--- config.mk ---
export PLATFORM = sky130hd
export DESIGN_NAME = load_store_unit
export DESIGN_NICKNAME = d
export VERILOG_FILES = /design/src/rtl/load_store_unit.sv
export SDC_FILE = /design/constraint.sdc
export NUM_CORES = 1
export LEC_CHECK = 0
export ABC_AREA = 1
export BUFFER_PORTS_ARGS = -buffer_cell sky130_fd_sc_hd__buf_2
export CAP_MARGIN = 10
export CORE_MARGIN = 4
export CORE_UTILIZATION = 50
export CTS_CLUSTER_SIZE = 16
export DETAILED_ROUTE_END_ITERATION = 8
export PLACE_DENSITY = 0.78
export SLEW_MARGIN = 20
export SYNTH_ARGS = -nofsm -noshare
export SYNTH_HDL_FRONTEND = slang
export SYNTH_SLANG_ARGS = --single-unit
--- constraint.sdc ---
create_clock -name clk -period 5.7 [get_ports clk]
set_input_delay 1.425 -clock clk [delete_from_list [all_inputs] [get_ports clk]]
set_output_delay 1.425 -clock clk [all_outputs]
set_load 0.005 [all_outputs]
--- src/rtl/load_store_unit.sv ---
// Data-memory access stage: request/grant/response port, store lane formatting, load extension.
// Define LSU_MISALIGN_TRAP_EN to turn misaligned half/word accesses into an error completion.
module load_store_unit #(
   parameter int unsigned ADDR_W = 16,
   parameter int unsigned XLEN   = 32
) (
   input  logic              clk,
   input  logic              reset,
   input  logic              req_valid,
   input  logic              req_we,
   input  logic [2:0]        req_funct3,
   input  logic [ADDR_W-1:0] req_addr,
   input  logic [XLEN-1:0]   req_wdata,
   output logic              req_ready,
   output logic              stall,
   output logic              resp_valid,
   output logic [XLEN-1:0]   resp_rdata,
   output logic              misalign,
   output logic              mem_req,
   output logic              mem_we,
   output logic [ADDR_W-1:0] mem_addr,
   output logic [3:0]        mem_wstrb,
   output logic [XLEN-1:0]   mem_wdata,
   input  logic              mem_gnt,
   input  logic              mem_rvalid,
   input  logic [XLEN-1:0]   mem_rdata
);

   typedef enum logic [1:0] {IDLE, REQ, WAIT, DONE} state_t;

   state_t            state, state_next;
   logic              we_q;
   logic [2:0]        funct3_q;
   logic [ADDR_W-1:0] addr_q;
   logic [XLEN-1:0]   wdata_q;
   logic [XLEN-1:0]   rdata_q;
   logic              accept;
   logic              req_mis;
   logic              is_byte, is_half;
   logic [3:0]        strb;
   logic [XLEN-1:0]   wdata_fmt;
   logic [7:0]        byte_sel;
   logic [15:0]       half_sel;
   logic [XLEN-1:0]   load_ext;

   assign accept = (state == IDLE) && req_valid;

   // funct3[1:0]: 00 byte, 01 half, 1x word; bit 2 only selects zero-extension for loads
`ifdef LSU_MISALIGN_TRAP_EN
   logic mis_q;

   assign req_mis  = ((req_funct3[1:0] == 2'b01) && req_addr[0])
                   || (req_funct3[1] && (req_addr[1:0] != 2'b00));
   assign misalign = (state == DONE) && mis_q;

   always_ff @(posedge clk or posedge reset) begin
      if (reset)       mis_q <= 1'b0;
      else if (accept) mis_q <= req_mis;
   end
`else
   assign req_mis  = 1'b0;
   assign misalign = 1'b0;
`endif

   assign is_byte    = (funct3_q[1:0] == 2'b00);
   assign is_half    = (funct3_q[1:0] == 2'b01);
   assign resp_rdata = rdata_q;

   always_comb begin
      strb      = 4'b1111;
      wdata_fmt = wdata_q;
      if (is_byte) begin
         strb      = 4'b0001 << addr_q[1:0];
         wdata_fmt = {4{wdata_q[7:0]}};
      end else if (is_half) begin
         strb      = addr_q[1] ? 4'b1100 : 4'b0011;
         wdata_fmt = {2{wdata_q[15:0]}};
      end
   end

   always_comb begin
      case (addr_q[1:0])
         2'b00:   byte_sel = mem_rdata[7:0];
         2'b01:   byte_sel = mem_rdata[15:8];
         2'b10:   byte_sel = mem_rdata[23:16];
         default: byte_sel = mem_rdata[31:24];
      endcase
      half_sel = addr_q[1] ? mem_rdata[31:16] : mem_rdata[15:0];
      if (is_byte)
         load_ext = {{24{byte_sel[7] & ~funct3_q[2]}}, byte_sel};
      else if (is_half)
         load_ext = {{16{half_sel[15] & ~funct3_q[2]}}, half_sel};
      else
         load_ext = mem_rdata;
   end

   always_ff @(posedge clk or posedge reset) begin
      if (reset) begin
         state    <= IDLE;
         we_q     <= 1'b0;
         funct3_q <= '0;
         addr_q   <= '0;
         wdata_q  <= '0;
         rdata_q  <= '0;
      end else begin
         state <= state_next;
         if (accept) begin
            we_q     <= req_we;
            funct3_q <= req_funct3;
            addr_q   <= req_addr;
            wdata_q  <= req_wdata;
         end
         // store and error completions report zero; loads report the extended word
         if ((accept && req_mis) || ((state == REQ) && mem_gnt && we_q))
            rdata_q <= '0;
         else if ((state == WAIT) && mem_rvalid)
            rdata_q <= load_ext;
      end
   end

   always_comb begin
      state_next = state;
      req_ready  = 1'b0;
      stall      = 1'b0;
      resp_valid = 1'b0;
      mem_req    = 1'b0;
      mem_we     = 1'b0;
      mem_addr   = '0;
      mem_wstrb  = '0;
      mem_wdata  = '0;
      case (state)
         IDLE: begin
            req_ready = 1'b1;
            if (req_valid) begin
               stall      = 1'b1;
               state_next = req_mis ? DONE : REQ;
            end
         end
         REQ: begin
            stall    = 1'b1;
            mem_req  = 1'b1;
            mem_we   = we_q;
            mem_addr = {addr_q[ADDR_W-1:2], 2'b00};
            if (we_q) begin
               mem_wstrb = strb;
               mem_wdata = wdata_fmt;
            end
            if (mem_gnt) state_next = we_q ? DONE : WAIT;
         end
         WAIT: begin
            stall = 1'b1;
            if (mem_rvalid) state_next = DONE;
         end
         DONE: begin
            resp_valid = 1'b1;
            state_next = IDLE;
         end
         default: state_next = IDLE;
      endcase
      // IDLE term would otherwise follow req_valid while reset is held
      if (reset) stall = 1'b0;
   end

endmodule

Word level (Yosys, flattened, before mapping). Index checks and enable logic that the tools add are counted.

Eq/ne operators: 9. Shifts and indexed selects: 1. Mux-type cells: 28. Bitwise gates (word level): 3. Reductions and logical operators: 10.

Operator list (count): two-way mux 32 bit (8); two-way mux 16 bit (2); case mux 8 bit (3 select lines) (1); two-way mux 4 bit (5); case mux 2 bit (4 select lines) (1); two-way mux 1 bit (7); == test 2 x 1 -> 1 bit (second input constant) (3); == test 2 bit (second input constant) (3); zero test 2 bit (3); two-way mux 2 bit (3); != test 2 bit (second input constant) (3); logical AND 1 bit (4); left shift 1 x 2 -> 4 bit (first input constant) (1); AND reduction 3 bit (1); AND 1 bit (2); case mux 1 bit (2 select lines) (1); nonzero test 2 bit (1); OR reduction 2 bit (1); inverter 1 bit (1).

Flip-flop bits (word level): 86. Input port bits: 89. Output and inout port bits: 90. Word-level logic and storage cells: 57.

Longest topological paths before layout. Gate-level depths: netlist (run 1).

Depth in word-level cells: 6. Gate-level depth with buffers: 13.

Least setup slack after synthesis (run 1). No wires, ideal clock.

Kind: input -> output. Start point: input reset. End point: output stall. Arrival: 3.454 ns. Required time: 4.275 ns. Path slack: 0.821 ns. Stages on the path: 3. Cell sequence: inv_1 -> nand2_1 -> inv_1.

Cells in the longest elaborated chain, start to end: 1.

Ends and longest elaborated chain: start, declared (RTL line 8) `input logic reset,`; two-way mux 1 bit (RTL line 161) `if (reset) stall = 1'b0;`; end, declared (RTL line 15) `output logic stall,`.

Every way passes these cells.

Worst setup path after layout (run 1).
Start point: register state[1]. End point: output mem_wstrb[3].

Cells in the longest elaborated chain, start to end: 2.

Ends and longest elaborated chain: start, declared (RTL line 31) `state_t state, state_next;`; start signal, assigned (RTL line 106) `state <= state_next;`; == test 2 x 1 -> 1 bit (RTL line 131) `case (state)`; two-way mux 4 bit (RTL line 131); end, declared (RTL line 22) `output logic [3:0] mem_wstrb,`.

Every way passes these cells.

==> run metrics, run 1 <==
status completed; Setup TNS Final 0 ns; worst slew pin tran 0.932 ns; Slew HR 37.8%; worst r2r src state[1]$_DFFE_PP0P_; PD cells 498 nW/µm²; TritonCTS buffer count 9; Setup CP Type reg -> out; gr ovfl total 0; Layout area overhead 21.2%; crit path launch state[1]$_DFFE_PP0P_; GP Congestion 0.884; I/O pin cnt 179; minimum clock period 4.15 ns; R2R setup slack 2.86 ns; post-synthesis sequential area ratio 43.9%; # setup viols final 0; Worst Path Required 4.28 ns; CP endpoint kind output port; n_diodes 0; TritonCTS clock tree done; Initial Utilization 52.3%; min-delay worst type reg -> reg; Placement Setup Slack 1.97 ns; CP startpoint kind flip-flop; Fmax 0.241 GHz; reg2reg path depth 9; Rows 35; via count 4735; Post-synth EDFFs 0; Post-Route Skew 0.0107 ns; clock latency on the worst-skew pair 0.36 ns; Crit path arrival time 2.72 ns; area of the multi-input gates 2290 µm²; largest net degree at the start of global routing 87; die area 11500 µm²; Most used DFF post-synth dfrtp_1; DR iter-0 viols 259; initial antenna violation count 0; WL per Instance 15.8 µm; leading area contributor after synthesis dfrtp_1; FF-to-FF End resp_rdata[8]$_DFFE_PP0P_; ratio of final minimum period to clock period 72.8%; synth warn 0; final worst setup slack 1.55 ns; Final Slew Violations 0; Sink Count 86; CTS clock-pin slew for the worst setup and hold paths 0.10 ns; first-pass GRT wire length 23500 µm; Max rail drop VDD 0.000240 V; vias in the first global route 4844; flops & latches, synth 86; CTS Buffer Depth 2; count of input and output buffers 175; Post-route DRC 0; Syn Inst Count 627; CTS Hold Buffers Added 0; leading cell types in the layout, fill and taps excluded 223 x nand2_1, 175 x buf_2, 86 x dfrtp_1; H-tree levels 3; Critical Path End mem_wstrb[3]; post-CTS resize count 0; most common cell after layout, fill and taps aside nand2_1; Synth cell types 31; Nets 874; setup bufs post-CTS 0; Total GRT Usage 25.8%; number of routed nets with antenna violations 0; Synth top area share 43.9%; ratio of cells with drive above 1 in the final layout 32.1%; Root Buffer clkbuf_8; # fillers 888; final wirelength 14400 µm; Syn Std Cell Area 4900 µm²; Initial DRT Pass Iterations 4; Worst Path Max Fanout 24; Synth async-reset ratio 100%; P_leak 3.49 nW; RSZ-0062 raised after global routing false; Sequential cell area 2150 µm²; post-detail-place hpwl 10700 µm; Syn Area/Cell 7.82 µm²; core area 9370 µm²; endpoints failing hold 0; Die Span Y 107 µm; top post-synthesis cells by area dfrtp_1 44%, nand2_1 17%, mux2_2 9.0%; max_cap viols 0; Final Core Density 63.4%; die width 107 µm; power after layout 0.00296 W; via/cell ratio 5.18
cell usage after synthesis (10+ instances only):
master / count
nand2_1: 225
inv_1: 58
dfrtp_1: 86
a21oi_1: 34
nor2_1: 53
mux2_2: 39
buf_2: 14
o211ai_1: 17
nand3_1: 21
buf_4: 11
nand4_1: 14
o21ai_0: 10
flip-flops by register name, indices dropped and copies added (netlist names):
| register | cells |
|---|---|
| state | 2 |
| resp_rdata | 32 |
| funct3_q | 3 |
| wdata_q | 32 |
| addr_q | 16 |
| we_q | 1 |
worst min path at each step:
stage	cells after the start	slack, ns	endpoint	start
after floorplan	2	0.47	resp_rdata[10]$_DFFE_PP0P_	resp_rdata[10]$_DFFE_PP0P_
after global placement	2	0.46	resp_rdata[17]$_DFFE_PP0P_	resp_rdata[17]$_DFFE_PP0P_
after detailed placement	2	0.46	resp_rdata[3]$_DFFE_PP0P_	resp_rdata[3]$_DFFE_PP0P_
after CTS	2	0.49	resp_rdata[3]$_DFFE_PP0P_	resp_rdata[3]$_DFFE_PP0P_
after global routing	2	0.50	resp_rdata[30]$_DFFE_PP0P_	resp_rdata[30]$_DFFE_PP0P_
final	2	0.48	resp_rdata[3]$_DFFE_PP0P_	resp_rdata[3]$_DFFE_PP0P_
logic make-up (layout without fill, tap and decap cells):
logic type               count (synthesis)  count (layout)  share of synthesized area, %
other                                    1               3                        0.0765
adder cells (fa/ha/maj)                  5               5                          1.28
flip-flops                              86              86                          43.9
AO/OA/AOI/OAI                           65              65                          7.96
multiplexers                            39              39                          8.96
AND/OR/NAND/NOR                        329             329                          28.1
buffers and inverters                  102             258                          9.70
per-layer routing:
layer,up-vias,wire [µm],track usage (%)
li1,2287,-,-
met4,0,251,8.58
met2,193,7090,44.5
met1,2235,5930,32.3
met5,-,0,0
met3,20,1170,5.24
report_power, final:
part | switching (W) | internal, W | total [W]
clock | 0.000246 | 0.000183 | 0.000429
combinational | 0.000847 | 0.000585 | 0.00143
sequential | 0.000205 | 0.000894 | 0.00110
critical path, stage by stage (launching register included):
cell and delay, ns:
dfrtp_1 0.43, inv_1 0.13, ha_1 0.59, nand2_4 0.29
inv_2 0.35, o21ai_0 0.22, nor2_1 0.20, buf_2 0.14
through the flow:
step           cells  hold slack (ns)  instance area [µm²]
3_3_place_gp     898            0.456                 5740
6_report         914            0.483                 5940
4_1_cts          914            0.486                 5940
2_1_floorplan    629            0.472                 4910
3_5_place_dp     898            0.461                 5740
5_1_grt          914            0.504                 5940
layout make-up:
type | count | area share [%]
Sequential cell | 86 | 36.2
Clock inverter | 6 | 0.969
Clock buffer | 10 | 2.32
Timing Repair Buffer | 178 | 15.2
Inverter | 64 | 4.11
Multi-Input combinational cell | 441 | 38.5
Tap cell | 129 | 2.72
Note: power is estimated with default switching activity, not from simulation.
==> run 2: changes to the inputs <==
Clock period 5.7 ns to 3.9 ns, I/O delays scaled along.
==> run 2 against run 1 <==
Combinational power up 47%; first-iteration DRC count down 0.39%; largest power group unchanged; die area unchanged; sequential power up 47%; clock power up 47%; register-to-register slack worse by 1.6 ns; via count up 0.57%; sequential share of layout area down 0.076 points; clock skew up 0.0011 ns; power up 47%; core utilization up 0.13 points; global-route usage down 0.41 points.
==> run metrics, run 2 (synthesized netlist as in run 1, its figures left out) <==
CP endpoint kind output port; dpl cells 900 (+0.22%); Worst Path Max Fanout 19 (-21%); post-CTS resize count 0 (unchanged); CTS Buffer Depth 2 (unchanged); gr ovfl total 0 (unchanged); CP startpoint kind flip-flop; clock share of power 14.5% (about the same); Initial Utilization 52.3% (unchanged); ratio of final minimum period to clock period 84.4%; max_cap viols 0 (unchanged); area of the multi-input gates 2280 µm² (-0.11%); I/O pin cnt 179 (unchanged); Worst Path Required 2.92 ns (-1.36 ns); first-pass GRT wire length 22800 µm (-2.8%); minimum clock period 3.29 ns; Max rail drop VDD 0.000357 V (+49%); Switching Fraction 43.2% (-0.69 points); Post-Route Skew 0.0118 ns (+0.00108 ns); Nets 876 (+0.23%); Int Pwr 0.00247 W (+48%); H-tree levels 3 (unchanged); Layout area overhead 21.5%; via count 4762 (+0.57%); Rows 35 (unchanged); vias in the first global route 4702 (-2.9%); ratio of cells with drive above 1 in the final layout 32.1% (-0.041 points); # setup viols final 0 (unchanged); RSZ-0062 raised after global routing false; sequential power share 37.2% (about the same); largest net degree at the start of global routing 87 (unchanged); DR iter-0 viols 258 (-0.39%); Sequential cell area 2150 µm² (unchanged); clock latency on the worst-skew pair 0.36 ns (about the same); CTS Hold Buffers Added 0 (unchanged); worst slew pin tran 0.959 ns (+0.0265 ns); Setup CP Type reg -> out; TritonCTS buffer count 9 (unchanged); Sink Count 86 (unchanged); initial antenna violation count 0 (unchanged); Final Slew Violations 0 (unchanged); leading cell types in the layout, fill and taps excluded 224 x nand2_1, 175 x buf_2, 86 x dfrtp_1; endpoints failing hold 0 (unchanged); Crit path arrival time 2.32 ns (-0.40 ns); status completed; final wirelength 14200 µm (-1.3%); Final Hold Slack 0.479 ns (-0.00400 ns); TritonCTS clock tree done; PD cells 729 nW/µm² (+46%); P_leak 3.49 nW (about the same); Slew HR 36.0% (-1.8 points); Combinational Power Share 48.3% (about the same); Initial DRT Pass Iterations 4 (unchanged); Die Span Y 107 µm (unchanged); min-delay worst type reg -> reg; R2R setup slack 1.27 ns (-1.59 ns); GP Congestion 0.927 (+4.8%); Post-route DRC 0 (unchanged); die area 11500 µm² (unchanged); setup bufs post-CTS 0 (unchanged); core area 9370 µm² (unchanged); final cell count without fillers 915 (+0.11%); CTS clock-pin slew for the worst setup and hold paths 0.09 ns (about the same); number of routed nets with antenna violations 0 (unchanged); post-detail-place hpwl 10700 µm (+0.54%); n_diodes 0 (unchanged); Total GRT Usage 25.4% (-0.41 points); die width 107 µm (unchanged); Fmax 0.304 GHz; count of input and output buffers 175 (unchanged); via/cell ratio 5.20 (+0.46%); switching pwr 0.00187 W (+44%); Setup TNS Final 0 ns (unchanged); # fillers 887 (-0.11%); Root Buffer clkbuf_8; most common cell after layout, fill and taps aside nand2_1; WL per Instance 15.6 µm (-1.4%)
## run 2: critical path: stages, from the launching register on
cell,delay [ns]
dfrtp_1,0.64
inv_2,0.14
nand2_1,0.57
buf_4,0.30
nor2_1,0.06
nor2_1,0.11
buf_2,0.12
## run 2: metal layers
metal	track usage (%)	share of wire, %	wire length [µm]
met1	32.3	41	5790
met2	40.7	46	6530
met3	7.10	11	1500
met4	10.3	3.0	421
met5	0	0	0
## run 2: path summary, 6_finish.rpt
kind	startpoint	to	depth (start not counted)
worst max-delay path	funct3_q[0]$_DFFE_PP0N_	mem_wstrb[1]	6
min in group asynchronous	reset	resp_rdata[23]$_DFFE_PP0P_	3
worst min register to register	resp_rdata[17]$_DFFE_PP0P_	resp_rdata[17]$_DFFE_PP0P_	2
max in group asynchronous	reset	resp_rdata[7]$_DFFE_PP0P_	3
worst min-delay path	resp_rdata[17]$_DFFE_PP0P_	resp_rdata[17]$_DFFE_PP0P_	2
worst max register to register	state[1]$_DFFE_PP0P_	resp_rdata[12]$_DFFE_PP0P_	10
## run 2: power groups by stage
stage / clock [W] / combinational [W] / sequential (W)
finish: 0.000629 / 0.00210 / 0.00162
global route: 0.000685 / 0.00236 / 0.00167
floorplan: 0 / 0.00154 / 0.00152
global placement: 0 / 0.00203 / 0.00159
detailed placement: 0 / 0.00211 / 0.00162
CTS: 0.000640 / 0.00211 / 0.00161
## run 2: layout make-up
class                      instances  share of cell area [%]
multi-input combinational        441                    38.4
sequential                        86                    36.1
timing repair buffer             180                    15.4
inverter                          64                    4.14
tap                              129                    2.71
clock buffer                       9                    2.08
clock inverter                     6                    1.16
## run 2: stage by stage
stage	setup slack [ns]	total power, W	util (%)	cell area (µm²)
6_report	0.608	0.00434	63.5	5950
5_1_grt	0.460	0.00472	63.5	5950
4_1_cts	0.620	0.00436	63.5	5950
3_5_place_dp	1.02	0.00373	61.4	5760
3_3_place_gp	1.08	0.00362	61.4	5760
2_1_floorplan	0.465	0.00306	-	4910
==> run 3: changes to the inputs <==
Clock period 3.9 ns to 3.4 ns, I/O delays scaled along.
==> run 3 against run 2 <==
Sequential share of layout area fell by 0.35 points; die area did not move; wire length rose by 0.85%; power rose by 18%; non-clock buffer count rose by 3; critical path depth rose by 2; sequential power rose by 13%; clock skew barely moved; register-to-register slack got worse by 0.02 ns; worst hold slack improved by 0.0014 ns; count of clock-buffer cells in the layout did not move; sequential cell count did not move; largest power group unchanged; highest routed layer unchanged.
==> run metrics, run 3 (synthesized netlist as in run 1, its figures left out) <==
worst slew pin tran 0.763 ns (-0.196 ns); TritonCTS clock tree done; Setup CP Type reg -> out; via count 4726 (-0.76%); Total GRT Usage 25.8% (+0.43 points); TritonCTS buffer count 9 (unchanged); minimum clock period 2.93 ns; RSZ-0062 raised after global routing false; DR iter-0 viols 254 (-1.6%); die width 107 µm (unchanged); Fmax 0.342 GHz; first-pass GRT wire length 23200 µm (+1.5%); count of input and output buffers 175 (unchanged); Max rail drop VDD 0.000432 V (+21%); largest net degree at the start of global routing 87 (unchanged); core area 9370 µm² (unchanged); Post-DP Area 5780 µm² (+0.39%); PD cells 849 nW/µm² (+16%); worst path cell trace inv_1, ha_1, buf_4, nand2_4, inv_2, o21ai_0, nor2_1, buf_2; GP Congestion 0.875 (-5.6%); max_cap viols 0 (unchanged); setup bufs post-CTS 0 (unchanged); I/O pin cnt 179 (unchanged); post-CTS resize count 0 (unchanged); final wirelength 14400 µm (+0.85%); Root Buffer clkbuf_8; gr ovfl total 0 (unchanged); status completed; Sink Count 86 (unchanged); post-detail-place hpwl 10900 µm (+1.4%); Initial Utilization 52.3% (unchanged); CTS Buffer Depth 2 (unchanged); min-delay worst type reg -> reg; leading cell types in the layout, fill and taps excluded 224 x nand2_1, 175 x buf_2, 86 x dfrtp_1; initial antenna violation count 0 (unchanged); CTS Hold Buffers Added 0 (unchanged); Final Slew Violations 0 (unchanged); final instance area 6010 µm² (+0.99%); Nets 879 (+0.34%); number of routed nets with antenna violations 0 (unchanged); Worst Path Required 2.55 ns (-0.37 ns); n_diodes 0 (unchanged); Crit path arrival time 2.08 ns (-0.24 ns); WL per Instance 15.6 µm (+0.41%); Slowest-stage cell, CP dfrtp_1; Die Span Y 107 µm (unchanged); most common cell after layout, fill and taps aside nand2_1; Initial DRT Pass Iterations 5 (+1); Worst Path Max Fanout 17 (-2); P_leak 3.53 nW (+1.0%); # setup viols final 0 (unchanged); CTS clock-pin slew for the worst setup and hold paths 0.10 ns (about the same); CP startpoint kind flip-flop; vias in the first global route 4789 (+1.9%); die area 11500 µm² (unchanged); ratio of final minimum period to clock period 86.1%; clock latency on the worst-skew pair 0.37 ns (about the same); # fillers 883 (-0.45%); Slew HR 49.2% (+13 points); Layout area overhead 22.7%; endpoints failing hold 0 (unchanged); Max stage delay on crit path 0.43 ns (-0.21 ns); via/cell ratio 5.14 (-1.2%); Post-route DRC 0 (unchanged); Rows 35 (unchanged); Setup TNS Final 0 ns (unchanged); CP endpoint kind output port; Post-Route Skew 0.0121 ns (+0.000378 ns); ratio of cells with drive above 1 in the final layout 32.4% (+0.34 points); H-tree levels 3 (unchanged)
[run 3: cell types whose count changed in the layout (fill, tap and decap cells not counted)]
cell and change:
buf_4 +3, inv_8 +2, bufinv_16 +1, clkinvlp_4 -1, inv_6 -1
[run 3: per-stage QoR]
step / setup WS, ns / total power (W) / utilization, % / std cells / hold WS, ns
floorplan: 0.215 / 0.00351 / - / 629 / 0.472
global placement: 0.953 / 0.00418 / 61.7 / 903 / 0.456
detailed placement: 0.887 / 0.00429 / 61.7 / 903 / 0.462
CTS: 0.466 / 0.00513 / 64.1 / 919 / 0.485
global route: 0.289 / 0.00553 / 64.2 / 919 / 0.504
finish: 0.474 / 0.00510 / 64.2 / 919 / 0.480
[run 3: worst max-delay path, delay by kind of cell, from the launching register on]
kind	cells	cell delay [ns]
buf+inv	4	0.72
flops	1	0.43
compound gates	1	0.20
fa+ha+maj	1	0.16
simple gates	2	0.19
[run 3: cell type report]
type	instances	area, µm²	share of cell area, %
Multi-Input combinational cell	441	2280	38.0
Sequential cell	86	2150	35.8
Timing Repair Buffer	183	940	15.6
Inverter	64	246	4.10
Tap cell	129	161	2.68
Clock buffer	9	124	2.06
Clock inverter	7	105	1.75
[run 3: metal layers]
layer  wire [µm]  track usage (%)
met5           0                0
met4         375             10.2
met3        1330             6.98
met2        6870             42.8
met1        5790             32.0
[run 3: where the power goes]
group          internal [W]  switching (W)
clock network      0.000427       0.000411
logic               0.00100        0.00143
registers           0.00150       0.000333
total               0.00293        0.00217
[run 3: path summary, 6_finish.rpt]
check                                                 from                         end  slack, ns  depth (start not counted)
worst max-delay path                  state[1]$_DFFE_PP0P_                mem_wstrb[2]       0.47                          8
worst min-delay path            resp_rdata[22]$_DFFE_PP0P_  resp_rdata[22]$_DFFE_PP0P_       0.48                          2
worst max register to register     funct3_q[1]$_DFFE_PP0N_   resp_rdata[0]$_DFFE_PP0P_       1.25                          8
worst min register to register  resp_rdata[22]$_DFFE_PP0P_  resp_rdata[22]$_DFFE_PP0P_       0.48                          2
max in group asynchronous                            reset   resp_rdata[0]$_DFFE_PP0P_       2.16                          3
min in group asynchronous                            reset        state[0]$_DFFE_PP0P_       0.72                          3
